<file path="src/rtl/msg_queue_pkg.sv">
// Shared constants for the message channel and its receive-side queue.
package msg_queue_pkg;

  localparam int MSG_LEN = 8;

  // Occupancy counter width: must represent 0..depth inclusive.
  function automatic int level_w(input int depth);
    return $clog2(depth) + 1;
  endfunction

endpackage

</file>
<file path="src/rtl/msg_queue_ram.sv">
// Depth x MsgLen storage: synchronous write, asynchronous read so the head
// entry falls through to the consumer without a cycle of read latency.
module msg_queue_ram #(
  parameter int MsgLen = 8,
  parameter int Depth  = 4,
  parameter int PtrW   = $clog2(Depth)
) (
  input  logic              clk,
  input  logic              we,
  input  logic [PtrW-1:0]   wr_addr,
  input  logic [MsgLen-1:0] wr_data,
  input  logic [PtrW-1:0]   rd_addr,
  output logic [MsgLen-1:0] rd_data
);

  logic [MsgLen-1:0] mem_q [Depth];

  always_ff @(posedge clk) begin
    if (we) begin
      mem_q[wr_addr] <= wr_data;
    end
  end

  assign rd_data = mem_q[rd_addr];

endmodule

</file>
<file path="src/rtl/msg_queue.sv">
// First-word-fall-through message FIFO with sticky overflow flag and a
// saturating count of messages dropped while the queue was full.
module msg_queue
  import msg_queue_pkg::*;
#(
  parameter int MsgLen   = MSG_LEN,
  parameter int Depth    = 4,
  parameter int DropCntW = 8
) (
  input  logic                       clk,
  input  logic                       rst,
  input  logic                       in_trigger,
  input  logic [MsgLen-1:0]          in_msg,
  output logic                       out_valid,
  input  logic                       out_ready,
  output logic [MsgLen-1:0]          out_msg,
  output logic [level_w(Depth)-1:0]  level,
  output logic                       full,
  output logic                       empty,
  output logic                       ovf,
  input  logic                       ovf_clr,
  output logic [DropCntW-1:0]        drop_count
);

  localparam int PtrW = $clog2(Depth);
  localparam int LvlW = level_w(Depth);

  logic [PtrW-1:0]     wr_ptr_q, wr_ptr_d;
  logic [PtrW-1:0]     rd_ptr_q, rd_ptr_d;
  logic [LvlW-1:0]     level_q, level_d;
  logic                ovf_q, ovf_d;
  logic [DropCntW-1:0] drop_cnt_q, drop_cnt_d;
  logic [MsgLen-1:0]   rd_data;
  logic                push, pop, drop;

  assign empty     = (level_q == '0);
  assign full      = (level_q == LvlW'(Depth));
  assign out_valid = !empty;
  assign pop       = out_valid & out_ready;
  // A full queue still accepts a message when the head leaves in the same cycle.
  assign push      = in_trigger & (!full | pop);
  assign drop      = in_trigger & full & !pop;

  always_comb begin
    wr_ptr_d   = wr_ptr_q + PtrW'(push);
    rd_ptr_d   = rd_ptr_q + PtrW'(pop);
    level_d    = level_q + LvlW'(push) - LvlW'(pop);
    ovf_d      = ovf_q;
    drop_cnt_d = drop_cnt_q;
    // Clear wins over a coincident drop; that drop goes uncounted.
    if (ovf_clr) begin
      ovf_d      = 1'b0;
      drop_cnt_d = '0;
    end else if (drop) begin
      ovf_d = 1'b1;
      if (!(&drop_cnt_q)) begin
        drop_cnt_d = drop_cnt_q + 1'b1;
      end
    end
  end

  always_ff @(posedge clk) begin
    if (rst) begin
      wr_ptr_q   <= '0;
      rd_ptr_q   <= '0;
      level_q    <= '0;
      ovf_q      <= 1'b0;
      drop_cnt_q <= '0;
    end else begin
      wr_ptr_q   <= wr_ptr_d;
      rd_ptr_q   <= rd_ptr_d;
      level_q    <= level_d;
      ovf_q      <= ovf_d;
      drop_cnt_q <= drop_cnt_d;
    end
  end

  msg_queue_ram #(
    .MsgLen (MsgLen),
    .Depth  (Depth),
    .PtrW   (PtrW)
  ) u_ram (
    .clk     (clk),
    .we      (push & !rst),
    .wr_addr (wr_ptr_q),
    .wr_data (in_msg),
    .rd_addr (rd_ptr_q),
    .rd_data (rd_data)
  );

  // Storage is uninitialised, so mask the head while the queue is empty.
  assign out_msg    = out_valid ? rd_data : '0;
  assign level      = level_q;
  assign ovf        = ovf_q;
  assign drop_count = drop_cnt_q;

endmodule

</file>
<file path="config.mk">
export PLATFORM = sky130hd
export DESIGN_NAME = msg_queue
export DESIGN_NICKNAME = d
export VERILOG_FILES = /design/src/rtl/msg_queue_pkg.sv /design/src/rtl/msg_queue_ram.sv /design/src/rtl/msg_queue.sv
export SDC_FILE = /design/constraint.sdc
export NUM_CORES = 1
export LEC_CHECK = 0
export BUFFER_PORTS_ARGS = -buffer_cell sky130_fd_sc_hd__buf_2
export CAP_MARGIN = 10
export CORE_MARGIN = 1
export CORE_UTILIZATION = 40
export CTS_CLUSTER_DIAMETER = 150
export DETAILED_ROUTE_END_ITERATION = 7
export GPL_ROUTABILITY_DRIVEN = 0
export GPL_TIMING_DRIVEN = 0
export PLACE_DENSITY_LB_ADDON = 0.15
export SKIP_LAST_GASP = 1
export SLEW_MARGIN = 20
export SYNTH_ARGS = -nofsm -noshare
export SYNTH_HDL_FRONTEND = slang
export SYNTH_SLANG_ARGS = --single-unit
</file>
<file path="constraint.sdc">
create_clock -name clk -period 6.3 [get_ports clk]
set_input_delay 1.26 -clock clk [delete_from_list [all_inputs] [get_ports clk]]
set_output_delay 1.26 -clock clk [all_outputs]
set_load 0.01 [all_outputs]
</file>
Word-level counts from Yosys, hierarchy flattened
Memories as Yosys holds them, arrays and structs flattened. A register that Yosys moved wholly into a read port is not among the register bits.
Index checks and enable logic that the tools add are counted.
{"block": "classes", "addsub": 5, "n_eq_ne": 1, "n_mux": 4, "bitwise": 7, "reduce_logical": 8}
{"op": "8-bit by 1-bit adder with 8-bit output, second input constant", "n": 1}
{"op": "8-bit 2-to-1 mux", "n": 1}
{"op": "8-bit AND reduction", "n": 1}
{"op": "1-bit AND", "n": 5}
{"op": "2-bit by 1-bit adder with 2-bit output", "n": 2}
{"op": "1-bit logical NOT", "n": 4}
{"op": "3-bit by 1-bit adder with 3-bit output", "n": 1}
{"op": "3-bit equality test, second input constant", "n": 1}
{"op": "3-bit logical NOT", "n": 1}
{"op": "3-bit by 1-bit subtractor with 3-bit output", "n": 1}
{"op": "1-bit 2-to-1 mux", "n": 2}
{"op": "2-bit 2-to-1 mux", "n": 1}
{"op": "2-bit AND reduction", "n": 1}
{"op": "2-bit OR reduction", "n": 1}
{"op": "1-bit inverter", "n": 1}
{"op": "1-bit OR", "n": 1}
{"block": "word_totals", "register_bits": 16, "ram_bits": 32, "in_bits": 13, "out_inout_bits": 23, "wordCells": 31, "mem_count": 1}
{"memory": "u_ram.mem_q", "words": 4, "width": 8, "rd": 1, "rd_clocked_by_memory_dff": 1, "wr": 1, "line": "msg_queue_ram.sv:16", "text": "logic [MsgLen-1:0] mem_q [Depth];"}

Depth between registers and ports, before layout
Gate-level depths: netlist (run 1).
{"block": "logic_depth", "depth_word": 8, "mapped_depth": 9, "ltp_nobuf": 9}

Modules after synthesis
A second synthesis (run 1) with hierarchy kept.
{"block": "hier_totals", "hier_cells": 136, "area_unflattened_um2": 2009.4}
{"module": "msg_queue_ram", "instances": 1, "cells_per_inst": 46, "area_per_inst_um2": 1188.6, "seq_area_each_um2": 960.9}
{"module": "msg_queue", "instances": 1, "cells_per_inst": 90, "area_per_inst_um2": 820.8, "seq_area_each_um2": 320.3}

Worst setup path before layout (run 1)
Ideal clock, no wire load.
{"block": "synth_path", "kind": "input-to-reg", "from": "input port out_ready", "to": "register level_q[2] (netlist: level[2])", "setup_time_ns": 0.128, "arrival_ns": 2.915, "required_time_ns": 6.172, "setup_slack_ns": 3.257, "cell_stages": 8, "n_path_buf": 0, "path_cell_list": "nor4b_4 nand2b_1 o21ai_0 ha_1 fa_1 xnor2_1 xnor2_1 nor2_1"}
{"block": "synth_between", "elab_chain_cells": 5}
{"element": "start, declared", "line": "msg_queue.sv:15", "text": "input logic out_ready,"}
{"element": "1-bit AND (*)", "line": "msg_queue.sv:39", "text": "assign pop = out_valid & out_ready;"}
{"element": "1-bit OR", "line": "msg_queue.sv:41", "text": "assign push = in_trigger & (!full | pop);"}
{"element": "1-bit AND", "line": "msg_queue.sv:41"}
{"element": "3-bit by 1-bit adder with 3-bit output", "line": "msg_queue.sv:47", "text": "level_d = level_q + LvlW'(push) - LvlW'(pop);"}
{"element": "3-bit by 1-bit subtractor with 3-bit output (*)", "line": "msg_queue.sv:47"}
{"element": "end signal, assigned", "line": "msg_queue.sv:72", "text": "level_q <= level_d;"}
{"element": "end, declared", "line": "msg_queue.sv:30", "text": "logic [LvlW-1:0] level_q, level_d;"}
Mark *: on every way between the ends. The rest lies on a longest branch, timed or not.
A chain may end at the register's enable or synchronous reset.

Worst setup path after layout (run 1)
Same ends and word-level chain as after synthesis.

==> flow_metrics.env, run 1 <==
export IMPL_status="finished clean"
export IMPL_hold_ws_ps=476.3
export IMPL_cap_violations=0
export IMPL_r2r_cells=8
export IMPL_io_buffers=35
export IMPL_tightest_slew_ps=822.4
export IMPL_grt_overflow=0
export IMPL_hold_buffers=0
export IMPL_numCtsBuffers=5
export IMPL_ys_seq_area_share_pct=63.60
export IMPL_power_density_mw_per_mm2=356.9
export IMPL_p_int_mw=0.6164
export IMPL_switching_share_pct=29.18
export IMPL_wl_per_cell_um=13.87
export IMPL_slew_viol_final=0
export IMPL_cp_start_kind="primary input"
export IMPL_setup_worst_path_end="level[2]$_SDFF_PP0_"
export IMPL_critPathArrivalTime_ps=3380
export IMPL_avgSynthCellArea_um2=14.81
export IMPL_nFillCells=427
export IMPL_htree_levels=2
export IMPL_period_needed_ps=3207
export IMPL_drtIter0Drc=74
export IMPL_clockBufferDepth=2
export IMPL_grt_pass1_wl_mm=5.533
export IMPL_drtAntennaViolNets=0
export IMPL_grt_setup_unrepaired="no"
export IMPL_drt_wl_total_mm=3.453
export IMPL_combPwrFrac_pct=30.9
export IMPL_worstSetupPathType="in -> reg"
export IMPL_grt_start_max_net_pins=16
export IMPL_syn_cell_area_mm2=0.002014
export IMPL_worstPathRequired_ps=6470
export IMPL_ys_ff_latch=48
export IMPL_ir_drop_v=0.0001404
export IMPL_grt_total_usage_pct=14.57
export IMPL_fin_skew_ps=5.403
export IMPL_ys_flop_type="edfxtp_1"
export IMPL_place_hpwl_mm=2.494
export IMPL_p_switching_mw=0.2539
export IMPL_cts_setup_buffers=0
export IMPL_power_frac_seq_pct=44.2
export IMPL_via_per_inst=4.940
export IMPL_grt_pass1_vias=1154
export IMPL_first_pass_iters=4
export IMPL_cp_end_kind="flip-flop"
export IMPL_clockPowerShare_pct=24.9
export IMPL_min_path_type="reg -> reg"
export IMPL_cp_startpoint="out_ready"
export IMPL_hold_viol_final=0
export IMPL_setup_viol=0
export IMPL_period_share_pct=50.91
export IMPL_io_pins=36
export IMPL_postLayoutCellArea_mm2=0.002439
export IMPL_coreArea_mm2=0.004786
export IMPL_placed_area_mm2=0.002327
export IMPL_die_w_um=72.97
export IMPL_synth_edff_count=32
export IMPL_rr_startpoint="level[1]$_SDFF_PP0_"
export IMPL_ys_types=33
export IMPL_post_route_drc_count=0
export IMPL_cts_root_buf="clkbuf_8"
export IMPL_syn_inst=136
export IMPL_area_growth_pct=21.06
export IMPL_nets=199
export IMPL_clock_latency_ps=290
export IMPL_slew_headroom_pct=44.72
export IMPL_ys_async_sr_fraction_pct=0
export IMPL_fmax_mhz=311.8
export IMPL_cts_clk_slew_worst_paths_ps=80
export IMPL_antenna_cells=0
export IMPL_r2r_slack_ps=3750
export IMPL_worstPathMaxFanout=7
export IMPL_cts_sinks=48
export IMPL_start_util_pct=42.09
export IMPL_r2r_end="level[2]$_SDFF_PP0_"
export IMPL_leakagePower_nw=0.9021
export IMPL_tns_ps=0
export IMPL_cts_resized=0
export IMPL_die_area_mm2=0.005324
export IMPL_drive_gt1_share_pct=33.52
export IMPL_cts_tree="built"
export IMPL_antenna_found_initial=0
export IMPL_dieHeight_um=72.97
export IMPL_synth_fp_nets=154
export IMPL_vias=1230
export IMPL_fp_row_count=25
export IMPL_yosysWarningCount=0
cells in the mapped netlist, drive strengths merged, types with 3 or more instances:
cell	n	area, um2
xnor2	4	35.03
edfxtp	32	960.9
and2	9	56.30
nand3	4	20.02
clkbuf	4	15.01
ha	4	50.05
nor4b	3	41.29
inv	5	18.77
dfxtp	16	320.3
a21oi	3	15.01
nor2	8	30.03
nor2b	4	25.02
mux4	8	180.2
or3	3	18.77
nand4	3	18.77
o21ai	3	15.01
state kept, by name, indices dropped and copies added (netlist names):
name and count:
u_ram.mem_q 32, rd_ptr_q 2, level 3, wr_ptr_q 2
ovf 1, drop_count 8
metrics by stage:
stage,utilization [%],total power [mW],cells,setup slack [ps]
2_1_floorplan,-,0.5711,136,3257
6_report,50.95,0.8703,249,3093
3_5_place_dp,48.63,0.6690,241,2758
5_1_grt,50.95,0.9288,249,2948
3_3_place_gp,47.50,0.6568,238,2519
4_1_cts,50.95,0.8891,249,3059
layer usage:
layer | routed length (um) | global-route usage (%) | vias up | share of wire, %
li1 | - | - | 608 | -
met1 | 1537 | 17.78 | 596 | 45
met2 | 1739 | 24.82 | 21 | 50
met3 | 127 | 3.177 | 5 | 3.7
met4 | 49 | 6.536 | 0 | 1.4
met5 | 0 | 0 | - | 0
cell usage in the layout (no fill, tap or decap), types with 2 or more instances in the layout:
cell type  Yosys  layout
a211oi_1       2       2
a21oi_1        3       3
and2_1         9       9
and3_1         2       2
and4_1         2       2
buf_2          1      37
buf_4          0       2
clkbuf_1       4       4
clkbuf_8       0       5
dfxtp_1       16      16
edfxtp_1      32      32
ha_1           4       4
inv_1          5       5
mux2i_1        2       2
mux4_2         8       8
nand2b_1       2       2
nand3_1        4       4
nand4_1        3       3
nor2_1         8       8
nor2b_1        4       4
nor3_1         2       2
nor4b_2        0       2
o21ai_0        3       3
or3_1          3       3
xnor2_1        4       4
xor2_1         2       2
power groups by stage:
stage | clock network (mW) | logic, mW | registers [mW]
4_1_cts | 0.226 | 0.278 | 0.385
3_5_place_dp | 0 | 0.277 | 0.392
2_1_floorplan | 0 | 0.179 | 0.392
6_report | 0.217 | 0.269 | 0.384
3_3_place_gp | 0 | 0.268 | 0.389
5_1_grt | 0.237 | 0.304 | 0.388
area by class of cell:
cell class,count,area (um2),share of cell area [%]
Buffer,5,20.02,0.8209
Clock buffer,5,68.82,2.822
Inverter,5,18.77,0.7696
Timing Repair Buffer,38,195.2,8.004
Tap cell,67,83.83,3.438
Sequential cell,48,1281,52.54
Multi-Input combinational cell,78,728.2,29.86
Clock inverter,3,42.54,1.744
kinds of logic (layout without fill, tap and decap cells):
logic type / after synthesis / in the layout / share of synthesized area, %
and+or+nand+nor: 47 / 47 / 14.72
xor gates and xnor gates: 6 / 6 / 2.609
buffers and inverters: 10 / 56 / 1.925
DFF: 48 / 48 / 63.60
adders and majority gates: 5 / 5 / 3.478
AOI/OAI and AO/OA: 10 / 10 / 3.726
muxes: 10 / 10 / 9.938
how the worst min path moves through the flow:
stage / from / end / slack [ps] / cells after the start
6_report: ovf$_SDFFE_PP0P_ / ovf$_SDFFE_PP0P_ / 480 / 2
5_1_grt: ovf$_SDFFE_PP0P_ / ovf$_SDFFE_PP0P_ / 490 / 2
4_1_cts: ovf$_SDFFE_PP0P_ / ovf$_SDFFE_PP0P_ / 480 / 2
3_5_place_dp: ovf$_SDFFE_PP0P_ / ovf$_SDFFE_PP0P_ / 450 / 2
3_3_place_gp: ovf$_SDFFE_PP0P_ / ovf$_SDFFE_PP0P_ / 440 / 2
2_1_floorplan: ovf$_SDFFE_PP0P_ / ovf$_SDFFE_PP0P_ / 500 / 2
worst max-delay path, cell delays in order:
cell      delay, ps
buf_2           120
nor4b_4         500
nand2b_1        380
o21ai_0         160
ha_1            210
fa_1            380
xnor2_1         180
xnor2_1         130
nor2_1           50
(Power assumes the default switching activity.)
==> inputs of run 2 (changes only) <==
- ABC_AREA: unset -> 1
- clock period: 6.3 -> 3.1 ns (I/O delays scaled with it)
==> flow_metrics.env, run 2 <==
export IMPL_status="finished clean"
export IMPL_vias=1620
export IMPL_cts_root_buf="clkbuf_8"
export IMPL_ir_drop_v=0.0004023
export IMPL_die_area_mm2=0.005797
export IMPL_cap_violations=0
export IMPL_mostFrequentLayoutCell="nor2_1"
export IMPL_hold_viol_final=0
export IMPL_grt_setup_unrepaired="no"
export IMPL_cp_start_kind="flip-flop"
export IMPL_drtAntennaViolNets=0
export IMPL_cts_clk_slew_worst_paths_ps=90
export IMPL_nets=292
export IMPL_drt_wl_total_mm=4.250
export IMPL_period_needed_ps=2227
export IMPL_hold_path_endpoint="ovf$_SDFFE_PP0P_"
export IMPL_power_density_mw_per_mm2=677.1
export IMPL_nFillCells=503
export IMPL_antenna_cells=0
export IMPL_cts_resized=0
export IMPL_cts_sinks=48
export IMPL_cp_end_kind="primary output"
export IMPL_antenna_found_initial=0
export IMPL_ys_flop_type="edfxtp_1"
export IMPL_rr_startpoint="level[1]$_SDFF_PP0_"
export IMPL_setup_viol=0
export IMPL_grt_total_usage_pct=16.05
export IMPL_htree_levels=2
export IMPL_yosysMostFrequentCell="nor2_1"
export IMPL_area_growth_pct=16.85
export IMPL_numCtsBuffers=5
export IMPL_mostFrequentLayoutCells="nor2_1, buf_2, edfxtp_1"
export IMPL_critPathArrivalTime_ps=1610
export IMPL_worstPathRequired_ps=2480
export IMPL_yosys_area_top_type_share_pct=43.71
export IMPL_grt_pass1_vias=1484
export IMPL_io_buffers=34
export IMPL_hold_buffers=0
export IMPL_r2r_slack_ps=1200
export IMPL_slew_viol_final=0
export IMPL_dieHeight_um=76.14
export IMPL_power_mw=1.739
export IMPL_ys_ff_latch=48
export IMPL_drtIter0Drc=62
export IMPL_start_util_pct=42.24
export IMPL_io_pins=36
export IMPL_ys_types=30
export IMPL_seq_area_mm2=0.001281
export IMPL_tightest_slew_ps=728.4
export IMPL_cts_setup_buffers=0
export IMPL_fin_skew_ps=7.450
export IMPL_yosys_top_cells_count="nor2_1, edfxtp_1, nand2_1"
export IMPL_post_route_drc_count=0
export IMPL_multi_input_area_um2=802.0
export IMPL_r2r_cells=8
export IMPL_slew_headroom_pct=51.17
export IMPL_grt_pass1_wl_mm=7.162
export IMPL_syn_cell_area_mm2=0.002198
export IMPL_place_hpwl_mm=2.905
export IMPL_cts_tree="built"
export IMPL_whs_path_depth=1
export IMPL_fmax_mhz=449.0
export IMPL_die_w_um=76.14
export IMPL_drive_gt1_share_pct=23.27
export IMPL_worstSetupPathType="reg -> out"
export IMPL_ys_seq_area_share_pct=58.28
export IMPL_worstHoldStart="ovf$_SDFFE_PP0P_"
export IMPL_clockBufferDepth=2
export IMPL_coreArea_mm2=0.005205
export IMPL_yosys_area_top_type="edfxtp_1"
export IMPL_min_path_type="reg -> reg"
export IMPL_grt_overflow=0
export IMPL_clock_latency_ps=310
export IMPL_leakagePower_nw=1.082
export IMPL_period_share_pct=71.85
export IMPL_synth_fp_nets=251
export IMPL_first_pass_iters=4
export IMPL_synth_edff_count=32
export IMPL_worstPathMaxFanout=10
export IMPL_avgSynthCellArea_um2=9.435
export IMPL_top_register="u_ram.mem_q"
export IMPL_fp_row_count=26
export IMPL_yosys_top_cells_area="edfxtp_1, dfxtp_1, nor2_1"
export IMPL_ys_async_sr_fraction_pct=0
export IMPL_yosysWarningCount=0
export IMPL_wl_per_cell_um=12.32
export IMPL_grt_start_max_net_pins=17
export IMPL_tns_ps=0
export IMPL_syn_inst=233
export IMPL_via_per_inst=4.696
export IMPL_r2r_end="level[2]$_SDFF_PP0_"
export IMPL_largest_reg_flops=32
-- run 2: changes by cell type after synthesis, sizes merged, moves of 5 or more --
cell,delta
nor2,+52
nand2,+29
inv,+22
o21ai,+16
and2,-9
mux4,-8
nand3,+8
a21oi,+6
nor3,+5
-- run 2: worst max-delay path by stage --
| stage | from | end | slack [ps] | depth (start not counted) |
|---|---|---|---|---|
| after floorplan | out_ready | level[2]$_SDFF_PP0_ | 1100 | 10 |
| after global placement | out_ready | u_ram.mem_q[0][7]$_DFFE_PP_ | 540 | 7 |
| after detailed placement | out_ready | level[2]$_SDFF_PP0_ | 900 | 11 |
| after CTS | rd_ptr_q[1]$_SDFF_PP0_ | out_msg[3] | 850 | 6 |
| after global routing | rd_ptr_q[1]$_SDFF_PP0_ | out_msg[6] | 720 | 6 |
| final | rd_ptr_q[0]$_SDFF_PP0_ | out_msg[4] | 870 | 6 |
-- run 2: stage by stage --
stage | setup slack, ps | hold slack (ps) | cells | utilization, % | area, um2
after global placement | 542.4 | 446.1 | 337 | 47.19 | 2456
after floorplan | 1101 | 509.2 | 233 | - | 2198
after CTS | 847.3 | 480.4 | 345 | 49.35 | 2569
after detailed placement | 903.4 | 455.5 | 337 | 47.57 | 2476
final | 872.7 | 475.3 | 345 | 49.35 | 2569
after global routing | 715.2 | 507.7 | 345 | 49.35 | 2569
-- run 2: routing by layer --
metal,vias to the layer above,track usage (%),part of all wire (%)
li1,842,-,-
met1,736,20.05,48
met2,36,26.82,46
met3,6,3.832,4.2
met4,0,6.346,1.5
met5,-,0,0
-- run 2: area by class of cell --
| cell class | count | share of cell area, % |
|---|---|---|
| flip-flops and latches | 48 | 49.88 |
| multi-input cells | 152 | 31.22 |
| repair buffers | 34 | 6.624 |
| inverters | 27 | 3.945 |
| well taps | 70 | 3.410 |
| clock buffers | 5 | 2.679 |
| plain buffers | 6 | 1.315 |
| clock inverters | 3 | 0.9255 |
-- run 2: worst max-delay path, cell delays in order (launching register included) --
cell	delay (ps)
dfxtp_1	320
buf_4	170
inv_2	120
clkbuf_2	250
o21ai_0	120
a21oi_1	170
buf_2	160
-- run 2: cells by family after synthesis --
family / synth area share, %
flops: 58.28
compound gates: 7.058
fa+ha+maj: 3.187
xor+xnor: 1.594
buf+inv: 6.146
simple gates: 23.73
-- run 2: power breakdown --
part           internal [mW]  switching [mW]  leakage (nW)
clock                  0.160           0.214        0.0404
combinational          0.220           0.371         0.621
sequential             0.734          0.0412         0.421
==> inputs of run 3 (changes only) <==
- clock period: 3.1 -> 1.9 ns (I/O delays scaled with it)
==> flow_metrics.env, run 3 (synthesis results as in run 2) <==
export IMPL_status="finished clean"
export IMPL_post_route_drc_count=0
export IMPL_grt_pass1_wl_mm=7.272
export IMPL_leakagePower_nw=1.158
export IMPL_start_util_pct=42.24
export IMPL_power_mw=3.188
export IMPL_grt_setup_unrepaired="yes"
export IMPL_tightest_slew_ps=471.2
export IMPL_min_path_type="in -> reg"
export IMPL_htree_levels=2
export IMPL_cts_clk_slew_worst_paths_ps=100
export IMPL_place_hpwl_mm=2.905
export IMPL_largest_reg_flops=32
export IMPL_mostFrequentLayoutCells="nor2_1, buf_2, edfxtp_1"
export IMPL_cts_sinks=48
export IMPL_worstPathRequired_ps=1520
export IMPL_antenna_found_initial=0
export IMPL_die_area_mm2=0.005797
export IMPL_numCtsBuffers=5
export IMPL_finalNonFillerCells=352
export IMPL_clockBufferDepth=2
export IMPL_ir_drop_v=0.0007010
export IMPL_grt_pass1_vias=1494
export IMPL_grt_overflow=0
export IMPL_antenna_cells=0
export IMPL_dieHeight_um=76.14
export IMPL_drive_gt1_share_pct=29.08
export IMPL_slew_viol_final=0
export IMPL_whs_path_depth=1
export IMPL_clock_latency_ps=310
export IMPL_slew_headroom_pct=68.48
export IMPL_hold_path_endpoint="u_ram.mem_q[3][3]$_DFFE_PP_"
export IMPL_period_needed_ps=1870
export IMPL_worstHoldStart="in_msg[3]"
export IMPL_cap_violations=0
export IMPL_hold_buffers=0
export IMPL_cp_end_kind="primary output"
export IMPL_r2r_end="level[2]$_SDFF_PP0_"
export IMPL_io_buffers=34
export IMPL_wl_per_cell_um=12.76
export IMPL_io_pins=36
export IMPL_fp_row_count=26
export IMPL_mostFrequentLayoutCell="nor2_1"
export IMPL_rr_startpoint="level[0]$_SDFF_PP0_"
export IMPL_drt_wl_total_mm=4.491
export IMPL_drtIter0Drc=65
export IMPL_hold_viol_final=0
export IMPL_fin_skew_ps=9.863
export IMPL_setup_viol=0
export IMPL_coreArea_mm2=0.005205
export IMPL_grt_total_usage_pct=16.34
export IMPL_drtAntennaViolNets=0
export IMPL_vias=1677
export IMPL_area_growth_pct=25.67
export IMPL_fmax_mhz=534.9
export IMPL_cts_tree="built"
export IMPL_dp_cells=337
export IMPL_via_per_inst=4.764
export IMPL_nets=299
export IMPL_worstSetupPathType="reg -> out"
export IMPL_fin_util_pct=53.08
export IMPL_worstPathMaxFanout=5
export IMPL_cp_start_kind="flip-flop"
export IMPL_r2r_slack_ps=60
export IMPL_nFillCells=474
export IMPL_power_density_mw_per_mm2=1154
export IMPL_r2r_cells=10
export IMPL_top_register="u_ram.mem_q"
export IMPL_die_w_um=76.14
export IMPL_critPathArrivalTime_ps=1490
export IMPL_period_share_pct=98.40
export IMPL_grt_start_max_net_pins=17
export IMPL_first_pass_iters=4
export IMPL_cts_root_buf="clkbuf_8"
export IMPL_hold_ws_ps=283.8
-- run 3: through the flow --
stage	instance area [um2]	worst slack, ps	setup TNS (ps)
5_1_grt	2763	-66.36	-149.7
6_report	2763	30.40	0
3_3_place_gp	2456	-417.6	-12680
3_5_place_dp	2476	-56.55	-80.62
2_1_floorplan	2198	79.83	0
4_1_cts	2614	6.759	0
-- run 3: final cells by class --
| type | count | area, um2 | share of cell area, % |
|---|---|---|---|
| inverters | 27 | 107.6 | 3.895 |
| clock buffers | 5 | 68.82 | 2.491 |
| repair buffers | 42 | 269.0 | 9.737 |
| plain buffers | 5 | 56.30 | 2.038 |
| well taps | 70 | 87.58 | 3.170 |
| flip-flops and latches | 48 | 1292 | 46.78 |
| clock inverters | 3 | 23.77 | 0.8605 |
| multi-input cells | 152 | 857.1 | 31.02 |
-- run 3: layer usage --
| layer | part of all wire [%] | vias to the layer above | global-route usage (%) |
|---|---|---|---|
| li1 | - | 858 | - |
| met1 | 47 | 777 | 20.60 |
| met2 | 47 | 36 | 27.18 |
| met3 | 3.9 | 6 | 3.832 |
| met4 | 1.4 | 0 | 6.346 |
| met5 | 0 | - | 0 |
-- run 3: report_power, final --
group          switching [mW]  internal [mW]
Clock                   0.356          0.261
Sequential             0.0901           1.21
Combinational           0.684          0.587
-- run 3: how the worst max path moves through the flow --
stage                            from                     endpoint  depth (start not counted)
3_5_place_dp                out_ready          level[2]$_SDFF_PP0_                         11
6_report       rd_ptr_q[0]$_SDFF_PP0_                   out_msg[2]                          8
2_1_floorplan     level[1]$_SDFF_PP0_  u_ram.mem_q[0][0]$_DFFE_PP_                          6
4_1_cts           level[1]$_SDFF_PP0_  u_ram.mem_q[0][5]$_DFFE_PP_                          6
3_3_place_gp                out_ready  u_ram.mem_q[0][7]$_DFFE_PP_                          7
5_1_grt           level[0]$_SDFF_PP0_          level[2]$_SDFF_PP0_                         10
-- run 3: critical path, stage by stage, from the launching register on --
cell and delay (ps):
dfxtp_4 370, buf_8 130, buf_8 140, buf_6 100
nor2_1 30, nor2_1 70, o21ai_1 70, a21oi_1 140
buf_2 140
-- run 3: what timing repair did --
item / in CTS / in global routing
setup buffers: 1 / 5
resized for setup: 10 / 27
setup endpoints to repair: 16 / 35
pin swaps: 0 / 9
cloned: 0 / 2
